### config.mk
export PLATFORM = sky130hd
export DESIGN_NAME = network_ctrl_v
export DESIGN_NICKNAME = d
export VERILOG_FILES = /design/src/rtl/network_ctrl_v.sv
export SDC_FILE = /design/constraint.sdc
export NUM_CORES = 1
export LEC_CHECK = 0
export BUFFER_PORTS_ARGS = -buffer_cell sky130_fd_sc_hd__buf_4
export CORE_UTILIZATION = 48
export CTS_CLUSTER_SIZE = 16
export DETAILED_ROUTE_END_ITERATION = 8
export PLACE_DENSITY = 0.78
export SLEW_MARGIN = 30
export SYNTH_ARGS = -nofsm -noshare
export SYNTH_HDL_FRONTEND = slang
export SYNTH_SLANG_ARGS = --single-unit
### constraint.sdc
create_clock -name clock -period 2.5 [get_ports clock]
set_input_delay 0.375 -clock clock [delete_from_list [all_inputs] [get_ports clock]]
set_output_delay 0.375 -clock clock [all_outputs]
set_load 0.05 [all_outputs]
### src/rtl/network_ctrl_v.sv
// network_ctrl_v: operand-network controller for one vector lane cluster.
// Arbitrates the lane operand network between normal instruction issue and a
// multi-stage cross-lane reduction sequencer. The reduction steps through
// WIDTH_LANES rotate-and-combine stages and waits for each stage's writeback
// before issuing the next one.
// Network-facing outputs are registered. The two acks are decided in the same
// cycle as the request.
// Optional feature: define RED_TIMEOUT_EN to enable the writeback watchdog,
// which aborts a reduction stuck in WAIT after TIMEOUT_CYCLES.
module network_ctrl_v #(
    parameter int NUM_LANES      = 16,
    parameter int WIDTH_LANES    = $clog2(NUM_LANES),
    parameter int STARVE_MAX     = 4,
    parameter int TIMEOUT_CYCLES = 64
) (
    input  logic        clock,
    input  logic        reset,
    input  logic        I_Stall,
    input  logic        I_Issue_Req,
    input  logic [12:0] I_Issue_Sel_Path,
    input  logic [2:0]  I_Issue_Sel_Src,
    output logic        O_Issue_Ack,
    input  logic        I_Red_Req,
    input  logic [1:0]  I_Red_Src,
    output logic        O_Red_Ack,
    input  logic        I_Red_WB,
    output logic        O_Red_Busy,
    output logic        O_Red_Done,
    output logic        O_Red_Err,
    output logic [4:0]  O_Stage,
    output logic        O_Req,
    output logic [12:0] O_Sel_Path,
    output logic [2:0]  O_Sel_ALU_Src
);

    typedef enum logic [1:0] {
        ST_IDLE  = 2'd0,
        ST_ISSUE = 2'd1,
        ST_WAIT  = 2'd2,
        ST_DONE  = 2'd3
    } state_t;

    localparam int              SC_W       = $clog2(STARVE_MAX + 1);
    localparam logic [SC_W-1:0] STARVE_LIM = SC_W'(STARVE_MAX);
    localparam logic [4:0]      LAST_STAGE = 5'(WIDTH_LANES - 1);
    localparam logic [2:0]      RED_ALU    = 3'b011;

    // Reduction path: both read ports select the captured source, the
    // rotate field asks for a shift of 2^stage lanes.
    function automatic logic [12:0] red_path(input logic [1:0] src,
                                             input logic [3:0] stg);
        red_path = {1'b1, stg, 2'b00, 2'b00, src, src};
    endfunction

    state_t          state_r;
    state_t          next_state_s;
    logic [4:0]      stage_r;
    logic [4:0]      stage_next_s;
    logic [1:0]      red_src_r;
    logic [1:0]      red_src_next_s;
    logic [SC_W-1:0] starve_r;
    logic [SC_W-1:0] starve_next_s;
    logic            issue_ack_s;
    logic            red_ack_s;
    logic            timeout_s;
    logic            last_stage_s;

    logic            req_r;
    logic [12:0]     path_r;
    logic [2:0]      alu_r;
    logic            busy_r;
    logic            done_r;
    logic            req_next_s;
    logic [12:0]     path_next_s;
    logic [2:0]      alu_next_s;

    assign last_stage_s = (stage_r == LAST_STAGE);

`ifdef RED_TIMEOUT_EN
    localparam int              WD_W    = $clog2(TIMEOUT_CYCLES + 1);
    localparam logic [WD_W-1:0] WD_LAST = WD_W'(TIMEOUT_CYCLES - 1);

    logic [WD_W-1:0] wdog_r;
    logic [WD_W-1:0] wdog_next_s;
    logic            err_r;

    // Watchdog: zero outside WAIT, counts non-stalled WAIT cycles; a WB in the limit cycle wins.
    always_comb begin
        wdog_next_s = wdog_r;
        timeout_s   = 1'b0;
        if (state_r != ST_WAIT) begin
            wdog_next_s = {WD_W{1'b0}};
        end else if (!I_Stall) begin
            wdog_next_s = wdog_r + WD_W'(1);
            timeout_s   = (wdog_r == WD_LAST) && !I_Red_WB;
        end else begin
            wdog_next_s = wdog_r;
        end
    end

    // Watchdog counter and one-cycle error pulse.
    always_ff @(posedge clock) begin
        if (reset) begin
            wdog_r <= {WD_W{1'b0}};
            err_r  <= 1'b0;
        end else begin
            wdog_r <= wdog_next_s;
            err_r  <= timeout_s;
        end
    end

    assign O_Red_Err = err_r;
`else
    assign timeout_s = 1'b0;
    assign O_Red_Err = 1'b0;
`endif

    // Arbitration in IDLE: issue wins unless the pending reduction has starved STARVE_MAX times.
    always_comb begin
        issue_ack_s = 1'b0;
        red_ack_s   = 1'b0;
        if (!reset && (state_r == ST_IDLE) && !I_Stall) begin
            if (I_Issue_Req && I_Red_Req) begin
                if (starve_r == STARVE_LIM) begin
                    red_ack_s = 1'b1;
                end else begin
                    issue_ack_s = 1'b1;
                end
            end else if (I_Issue_Req) begin
                issue_ack_s = 1'b1;
            end else if (I_Red_Req) begin
                red_ack_s = 1'b1;
            end else begin
                issue_ack_s = 1'b0;
                red_ack_s   = 1'b0;
            end
        end else begin
            issue_ack_s = 1'b0;
            red_ack_s   = 1'b0;
        end
    end

    assign O_Issue_Ack = issue_ack_s;
    assign O_Red_Ack   = red_ack_s;

    // Starvation counter: counts reduction losses, clears when the reduction wins or drops its request.
    always_comb begin
        starve_next_s = starve_r;
        if (!I_Red_Req) begin
            starve_next_s = {SC_W{1'b0}};
        end else if (red_ack_s) begin
            starve_next_s = {SC_W{1'b0}};
        end else if (issue_ack_s) begin
            starve_next_s = starve_r + SC_W'(1);
        end else begin
            starve_next_s = starve_r;
        end
    end

    // State register.
    always_ff @(posedge clock) begin
        if (reset) begin
            state_r <= ST_IDLE;
        end else begin
            state_r <= next_state_s;
        end
    end

    // Next-state logic for the reduction sequencer.
    always_comb begin
        next_state_s = state_r;
        case (state_r)
            ST_IDLE: begin
                if (red_ack_s) begin
                    next_state_s = ST_ISSUE;
                end else begin
                    next_state_s = ST_IDLE;
                end
            end
            ST_ISSUE: begin
                if (I_Stall) begin
                    next_state_s = ST_ISSUE;
                end else begin
                    next_state_s = ST_WAIT;
                end
            end
            ST_WAIT: begin
                if (I_Red_WB) begin
                    if (last_stage_s) begin
                        next_state_s = ST_DONE;
                    end else begin
                        next_state_s = ST_ISSUE;
                    end
                end else if (timeout_s) begin
                    next_state_s = ST_IDLE;
                end else begin
                    next_state_s = ST_WAIT;
                end
            end
            ST_DONE: begin
                next_state_s = ST_IDLE;
            end
            default: begin
                next_state_s = ST_IDLE;
            end
        endcase
    end

    // Stage counter and captured reduction source.
    always_comb begin
        stage_next_s   = stage_r;
        red_src_next_s = red_src_r;
        case (state_r)
            ST_IDLE: begin
                if (red_ack_s) begin
                    stage_next_s   = 5'd0;
                    red_src_next_s = I_Red_Src;
                end else begin
                    stage_next_s   = stage_r;
                    red_src_next_s = red_src_r;
                end
            end
            ST_WAIT: begin
                if (I_Red_WB && !last_stage_s) begin
                    stage_next_s = stage_r + 5'd1;
                end else if (timeout_s) begin
                    stage_next_s = 5'd0;
                end else begin
                    stage_next_s = stage_r;
                end
            end
            ST_DONE: begin
                stage_next_s = 5'd0;
            end
            default: begin
                stage_next_s   = stage_r;
                red_src_next_s = red_src_r;
            end
        endcase
    end

    // Output logic: values the network will see next cycle, held on stall where required.
    always_comb begin
        req_next_s  = req_r;
        path_next_s = path_r;
        alu_next_s  = alu_r;
        case (state_r)
            ST_IDLE: begin
                if (I_Stall) begin
                    req_next_s  = req_r;
                    path_next_s = path_r;
                    alu_next_s  = alu_r;
                end else if (issue_ack_s) begin
                    req_next_s  = 1'b1;
                    path_next_s = I_Issue_Sel_Path;
                    alu_next_s  = I_Issue_Sel_Src;
                end else if (red_ack_s) begin
                    req_next_s  = 1'b1;
                    path_next_s = red_path(I_Red_Src, 4'd0);
                    alu_next_s  = RED_ALU;
                end else begin
                    req_next_s  = 1'b0;
                    path_next_s = 13'd0;
                    alu_next_s  = 3'd0;
                end
            end
            ST_ISSUE: begin
                if (I_Stall) begin
                    req_next_s  = req_r;
                    path_next_s = path_r;
                    alu_next_s  = alu_r;
                end else begin
                    req_next_s  = 1'b0;
                    path_next_s = 13'd0;
                    alu_next_s  = 3'd0;
                end
            end
            ST_WAIT: begin
                if (I_Red_WB && !last_stage_s) begin
                    req_next_s  = 1'b1;
                    path_next_s = red_path(red_src_r, stage_next_s[3:0]);
                    alu_next_s  = RED_ALU;
                end else begin
                    req_next_s  = 1'b0;
                    path_next_s = 13'd0;
                    alu_next_s  = 3'd0;
                end
            end
            ST_DONE: begin
                req_next_s  = 1'b0;
                path_next_s = 13'd0;
                alu_next_s  = 3'd0;
            end
            default: begin
                req_next_s  = 1'b0;
                path_next_s = 13'd0;
                alu_next_s  = 3'd0;
            end
        endcase
    end

    // Datapath and output registers.
    always_ff @(posedge clock) begin
        if (reset) begin
            stage_r   <= 5'd0;
            red_src_r <= 2'd0;
            starve_r  <= {SC_W{1'b0}};
            req_r     <= 1'b0;
            path_r    <= 13'd0;
            alu_r     <= 3'd0;
            busy_r    <= 1'b0;
            done_r    <= 1'b0;
        end else begin
            stage_r   <= stage_next_s;
            red_src_r <= red_src_next_s;
            starve_r  <= starve_next_s;
            req_r     <= req_next_s;
            path_r    <= path_next_s;
            alu_r     <= alu_next_s;
            busy_r    <= (next_state_s == ST_ISSUE) || (next_state_s == ST_WAIT);
            done_r    <= (next_state_s == ST_DONE);
        end
    end

    assign O_Req         = req_r;
    assign O_Sel_Path    = path_r;
    assign O_Sel_ALU_Src = alu_r;
    assign O_Red_Busy    = busy_r;
    assign O_Red_Done    = done_r;
    assign O_Stage       = stage_r;

endmodule
Yosys cells after proc, flatten, opt, wreduce, memory -nomap -nowiden
Cells that the tools add are included.
{"block": "op_classes", "add_sub_neg": 2, "n_mux": 35, "n_eq_ne": 12, "n_reduce_logical": 14, "n_bitwise": 1}
{"op": "13-bit two-way mux", "n": 5}
{"op": "13-bit case mux with 4 select lines", "n": 1}
{"op": "1-bit two-way mux", "n": 15}
{"op": "5-bit case mux with 3 select lines", "n": 1}
{"op": "3-bit case mux with 4 select lines", "n": 1}
{"op": "2-bit two-way mux", "n": 5}
{"op": "5-bit two-way mux", "n": 2}
{"op": "3-bit two-way mux", "n": 3}
{"op": "2-bit equality test, second input constant", "n": 4}
{"op": "2-bit != test, second input constant", "n": 4}
{"op": "2-bit case mux with 4 select lines", "n": 1}
{"op": "5-bit by 1-bit adder with 5-bit output, second input constant", "n": 1}
{"op": "5-bit by 2-bit equality test with 1-bit output, second input constant", "n": 1}
{"op": "2-bit by 1-bit equality test with 1-bit output, second input constant", "n": 2}
{"op": "1-bit logical AND", "n": 4}
{"op": "1-bit case mux with 4 select lines", "n": 1}
{"op": "2-bit AND reduction", "n": 2}
{"op": "3-bit by 1-bit adder with 3-bit output, second input constant", "n": 1}
{"op": "3-bit equality test, second input constant", "n": 1}
{"op": "1-bit zero test", "n": 3}
{"op": "3-bit AND reduction", "n": 1}
{"op": "3-bit nonzero test", "n": 1}
{"op": "3-bit OR reduction", "n": 1}
{"op": "2-bit zero test", "n": 1}
{"op": "other kinds (2)", "n": 2}
{"block": "totals", "ff_bits": 31, "in_bits": 24, "word_cells": 74}

Depth between registers and ports, before layout
{"block": "logic_depth", "word_depth": 8, "mapped_depth": 8, "depth_no_buf": 7}

Least setup slack after synthesis
Ideal clock, no wire load.
{"block": "synth_timing", "path_kind": "in2reg", "startpoint": "input reset", "endpoint": "register busy_r, in the netlist O_Red_Busy", "path_buffers": 1, "arrival_ns": 2.142, "setup_slack_ns": 0.230, "stages": 6, "cell_sequence": "buf_6 > or4_4 > a211oi_4 > a211o_1 > ha_1 > nor2b_1"}
{"block": "synth_between", "elab_chain_cells": 8, "word_cells_on_any_way": 9}
{"element": "start: declaration", "line_no": "17", "text": "input logic reset,"}
{"element": "1-bit zero test (*)", "line_no": "122", "text": "if (!reset && (state_r == ST_IDLE) && !I_Stall) begin"}
{"element": "1-bit logical AND (*) (2 in series)", "line_no": "122"}
{"element": "1-bit two-way mux (*)", "line_no": "122"}
{"element": "named net O_Red_Ack", "line_no": "25", "text": "output logic O_Red_Ack,"}
{"element": "1-bit two-way mux (*)", "line_no": "174", "text": "if (red_ack_s) begin"}
{"element": "2-bit case mux with 4 select lines (*)", "line_no": "172", "text": "case (state_r)"}
{"element": "named net next_state_s[0]", "line_no": "56", "text": "state_t next_state_s;"}
{"element": "2-bit by 1-bit equality test with 1-bit output / 2-bit equality test (equally long branches)", "line_no": "320", "text": "busy_r <= (next_state_s == ST_ISSUE) || (next_state_s == ST_WAIT);"}
{"element": "1-bit logical OR (*)", "line_no": "320"}
{"element": "end signal: assignment", "line_no": "320"}
{"element": "end: declaration", "line_no": "71", "text": "logic busy_r;"}
Mark *: on every way through the listed nets, which the timed path passes. The rest lies on a longest branch.
A chain may end at the register's enable or synchronous reset.

Final worst setup path
{"block": "layout_timing", "startpoint": "register state_r[1]", "endpoint": "output O_Red_Ack"}
{"block": "layout_between", "elab_chain_cells": 4}
{"element": "start: declaration", "line_no": "55", "text": "state_t state_r;"}
{"element": "start signal: assignment", "line_no": "165", "text": "state_r <= next_state_s;"}
{"element": "2-bit zero test", "line_no": "122"}
{"element": "1-bit logical AND (2 in series)", "line_no": "122"}
{"element": "1-bit two-way mux", "line_no": "122"}
{"element": "end: declaration", "line_no": "25"}
Every way passes these cells.

==> impl_results.md <==
* Status: completed
* Multiplexer fraction of the synthesized cell area at 0.0227
* Number of max-cap violations at 0
* Detailed-router iteration count before antenna repair at 5
* Syn Nets at 175
* Std-Cell Rows at 19
* Highest ir drop seen on vdd at 0.448 mV
* Max Freq at 417 MHz
* Core outline area at 2730 um2
* Switching power summed over all nets at 281 uW
* Number of design-rule violations left by the first detailed-router iteration at 48
* Initial cell density of the core at 0.503
* Proportion of layout cells with a drive suffix above 1 at 0.337
* RSZ-0062 raised after global routing: no
* Synth Flop Type: dfxtp_1
* Fraction of synthesized cell area in xor and xnor cells at 0.0318
* Core Util, Final at 0.658
* Total GRT Usage at 0.217
* Slowest cell on the critical path: or4_4
* Cell Int Power at 705 uW
* Count of flip-flops with a built-in enable after synthesis at 0
* P&R area growth vs syn at 30.8%
* Path category of the worst min-delay check: primary input to register
* Setup clock skew after layout at 0.00717 ns
* Distinct cells, synth at 44
* Hold buffers post-CTS at 0
* Synth Area in Compound Gates at 0.210
* Final #Nets at 224
* Clock buffers created by TritonCTS at 5
* Remaining antenna violation count after routing at 0
* Final period util at 0.958
* Kind of end point of the critical path: output pin
* Power density relative to cell area at 548 nW/um2
* Pins over their slew limit at 0
* Via count of the first global-routing pass at 1158
* Slew at the pin closest to its max-slew limit at 0.890 ns
* Placed Area at 1740 um2
* Shortest period the worst path allows at 2.40 ns
* Proportion of power drawn by the clock network at 0.301
* Worst slew margin at 0.405
* Arithmetic-cell share of the synthesized area counting full adders, half adders and majority gates at 0.0364
* Static power due to leakage at 0.000795 uW
* Buffer type at the clock tree root: clkbuf_4
* WP data required at 2.12 ns
* Netlist area before placement at 1380 um2
* Simple-gate share of the synthesized area at 0.194
* Count of synthesis-stage warnings from yosys at 0
* Ys async rst share at 0
* Via count at 1267
* Number of levels the H-tree was split into at 2
* Estimated wirelength of the detail-placed design at 2280 um
* Number of gates given a new drive strength after cts at 0
* Switching power share of the total at 0.285
* Part of the power in registers at 0.526
* Count of inserted antenna diode cells at 0
* Global-route wire length before repair at 5260 um
* Sum of buffers and inverters on the critical path at 1
* Start-to-end type of the worst setup path: register to output pin
* Clock net sink count at 31
* Endpoints failing hold at 0
* Global route overflow at 0
* Endpoints failing setup at 0
* Crit-path max FO at 11
* Gate power share at 0.173
* Post-DR vias/cell at 5.58
* Synth Area per Inst at 9.35 um2
* Count of input and output buffers at 49
* Vertical die dimension at 55.5 um
* Cell chain of the critical path: or4_4 > a211oi_4 > buf_4
* Post CTS Setup Buffer Count at 0
* Crit path max-delay family: simple AND/OR/NAND/NOR gates
* Delay of the slowest critical-path stage at 0.59 ns
* Total negative setup slack at 0 ns
* Cells after synthesis at 147
* Number of I/O pins at 51
* Maximum clock insertion buffer count at 2
* Area enclosed by the die boundary at 3080 um2
* Post-Route WL at 3050 um
* Largest net degree at the start of global routing at 28
* Yosys reg bits at 31
* Die width at 55.5 um
* Largest family of logic cells by synthesized area: compound AO/OA/AOI/OAI gates
* Post-detailed-route DRC marker count at 0
* Post-route cell area at 1800 um2
* Fraction of the yosys area taken by sequential cells at 0.451
* Antenna violations before repair at 0
* CTS tree: yes
* Mean routed wirelength per cell at 13.4 um
* Arrival time of the worst setup path at 2.02 ns
* Clock Latency Late Sink at 0.33 ns
* CTS clk-pin slew, worst paths at 0.09 ns
* Gpl congestion at 0.808
* Startpoint kind of the worst setup timing path: register
==> layer usage <==
layer | routed length (um) | GRT usage | share of wire | vias to the layer above
met2 | 1450 | 0.324 | 0.47 | 48
met4 | 11 | 0.104 | 0.0036 | 0
met5 | 0 | 0 | 0 | -
li1 | - | - | - | 620
met3 | 271 | 0.0749 | 0.089 | 2
met1 | 1320 | 0.279 | 0.43 | 597
==> Yosys cell counts (2+ instances only) <==
| cell | n | area, um2 |
|---|---|---|
| dfxtp_1 | 31 | 621 |
| nor3_1 | 3 | 15.0 |
| a211oi_1 | 5 | 37.5 |
| a221oi_1 | 2 | 17.5 |
| nand3b_1 | 2 | 15.0 |
| a21oi_1 | 5 | 25.0 |
| buf_2 | 2 | 10.0 |
| o21bai_1 | 2 | 15.0 |
| nor2_1 | 18 | 67.6 |
| mux2i_1 | 2 | 20.0 |
| ha_1 | 4 | 50.1 |
| o221a_2 | 3 | 33.8 |
| o21ai_0 | 2 | 10.0 |
| nand3_1 | 4 | 20.0 |
| buf_6 | 2 | 22.5 |
| clkbuf_1 | 3 | 11.3 |
| nor2b_1 | 4 | 25.0 |
| inv_1 | 4 | 15.0 |
| a21o_1 | 2 | 15.0 |
| a222oi_1 | 2 | 20.0 |
| nand2_1 | 14 | 52.6 |
| a22oi_1 | 6 | 45.0 |
| xnor2_1 | 4 | 35.0 |
==> area by class of cell <==
type	count	area, um2
fillers	236	936
clock inverters	1	5.00
well taps	31	38.8
repair buffers	51	383
multi-input cells	103	684
clock buffers	6	51.3
flip-flops and latches	31	621
inverters	4	15.0
==> power by group through the flow <==
stage	Clock [uW]	Combinational, uW	Sequential [uW]
after global routing	326	183	520
after floorplan	0	62.3	576
after CTS	303	172	518
final	297	171	518
after detailed placement	0	172	529
after global placement	0	168	529
==> worst paths after layout <==
kind,slack (ns),from,endpoint,depth (start not counted)
worst max-delay path,0.10,state_r[1],O_Red_Ack,3
worst min-delay path,0.29,I_Issue_Sel_Path[8],O_Sel_Path[8],3
worst max register to register,0.47,state_r[1],O_Red_Busy,5
worst min register to register,0.48,starve_r[1],starve_r[1],2
==> per-stage QoR <==
stage               total power, uW  instances  hold slack, ns  setup slack (ns)
global route                   1030        227           0.273            0.0282
global placement                697        220           0.452             0.352
floorplan                       638        147           0.452             0.230
CTS                             993        227           0.275            0.0556
finish                          986        227           0.286             0.104
detailed placement              701        220           0.463             0.353
==> placed cells by master (no fill, tap or decap), drive strengths merged, types with 5 or more instances in the layout <==
master and n:
nor2 18, nand2 14, dfxtp 31, a211oi 6, buf 51, a21oi 5
clkbuf 6, a22oi 6
==> worst reg2reg max path, stage by stage, from the launching register on <==
cell	delay, ns
dfxtp_1	0.41
or4_4	0.59
a211oi_4	0.41
a211o_1	0.18
ha_1	0.22
nor2b_1	0.12
==> flip-flops by register name, summed over array words and instances, names as in the netlist <==
signal	cells
O_Stage	5
state_r	2
O_Red_Done	1
red_src_r	2
O_Req	1
O_Red_Busy	1
starve_r	3
O_Sel_ALU_Src	3
O_Sel_Path	13
==> kinds of logic after synthesis <==
family          Yosys count
compound gates           36
other cells               1
fa+ha+maj                 4
xor+xnor                  5
flops                    31
mux                       3
buf+inv                  13
simple gates             54
Note: power is estimated with default switching activity, not from simulation.
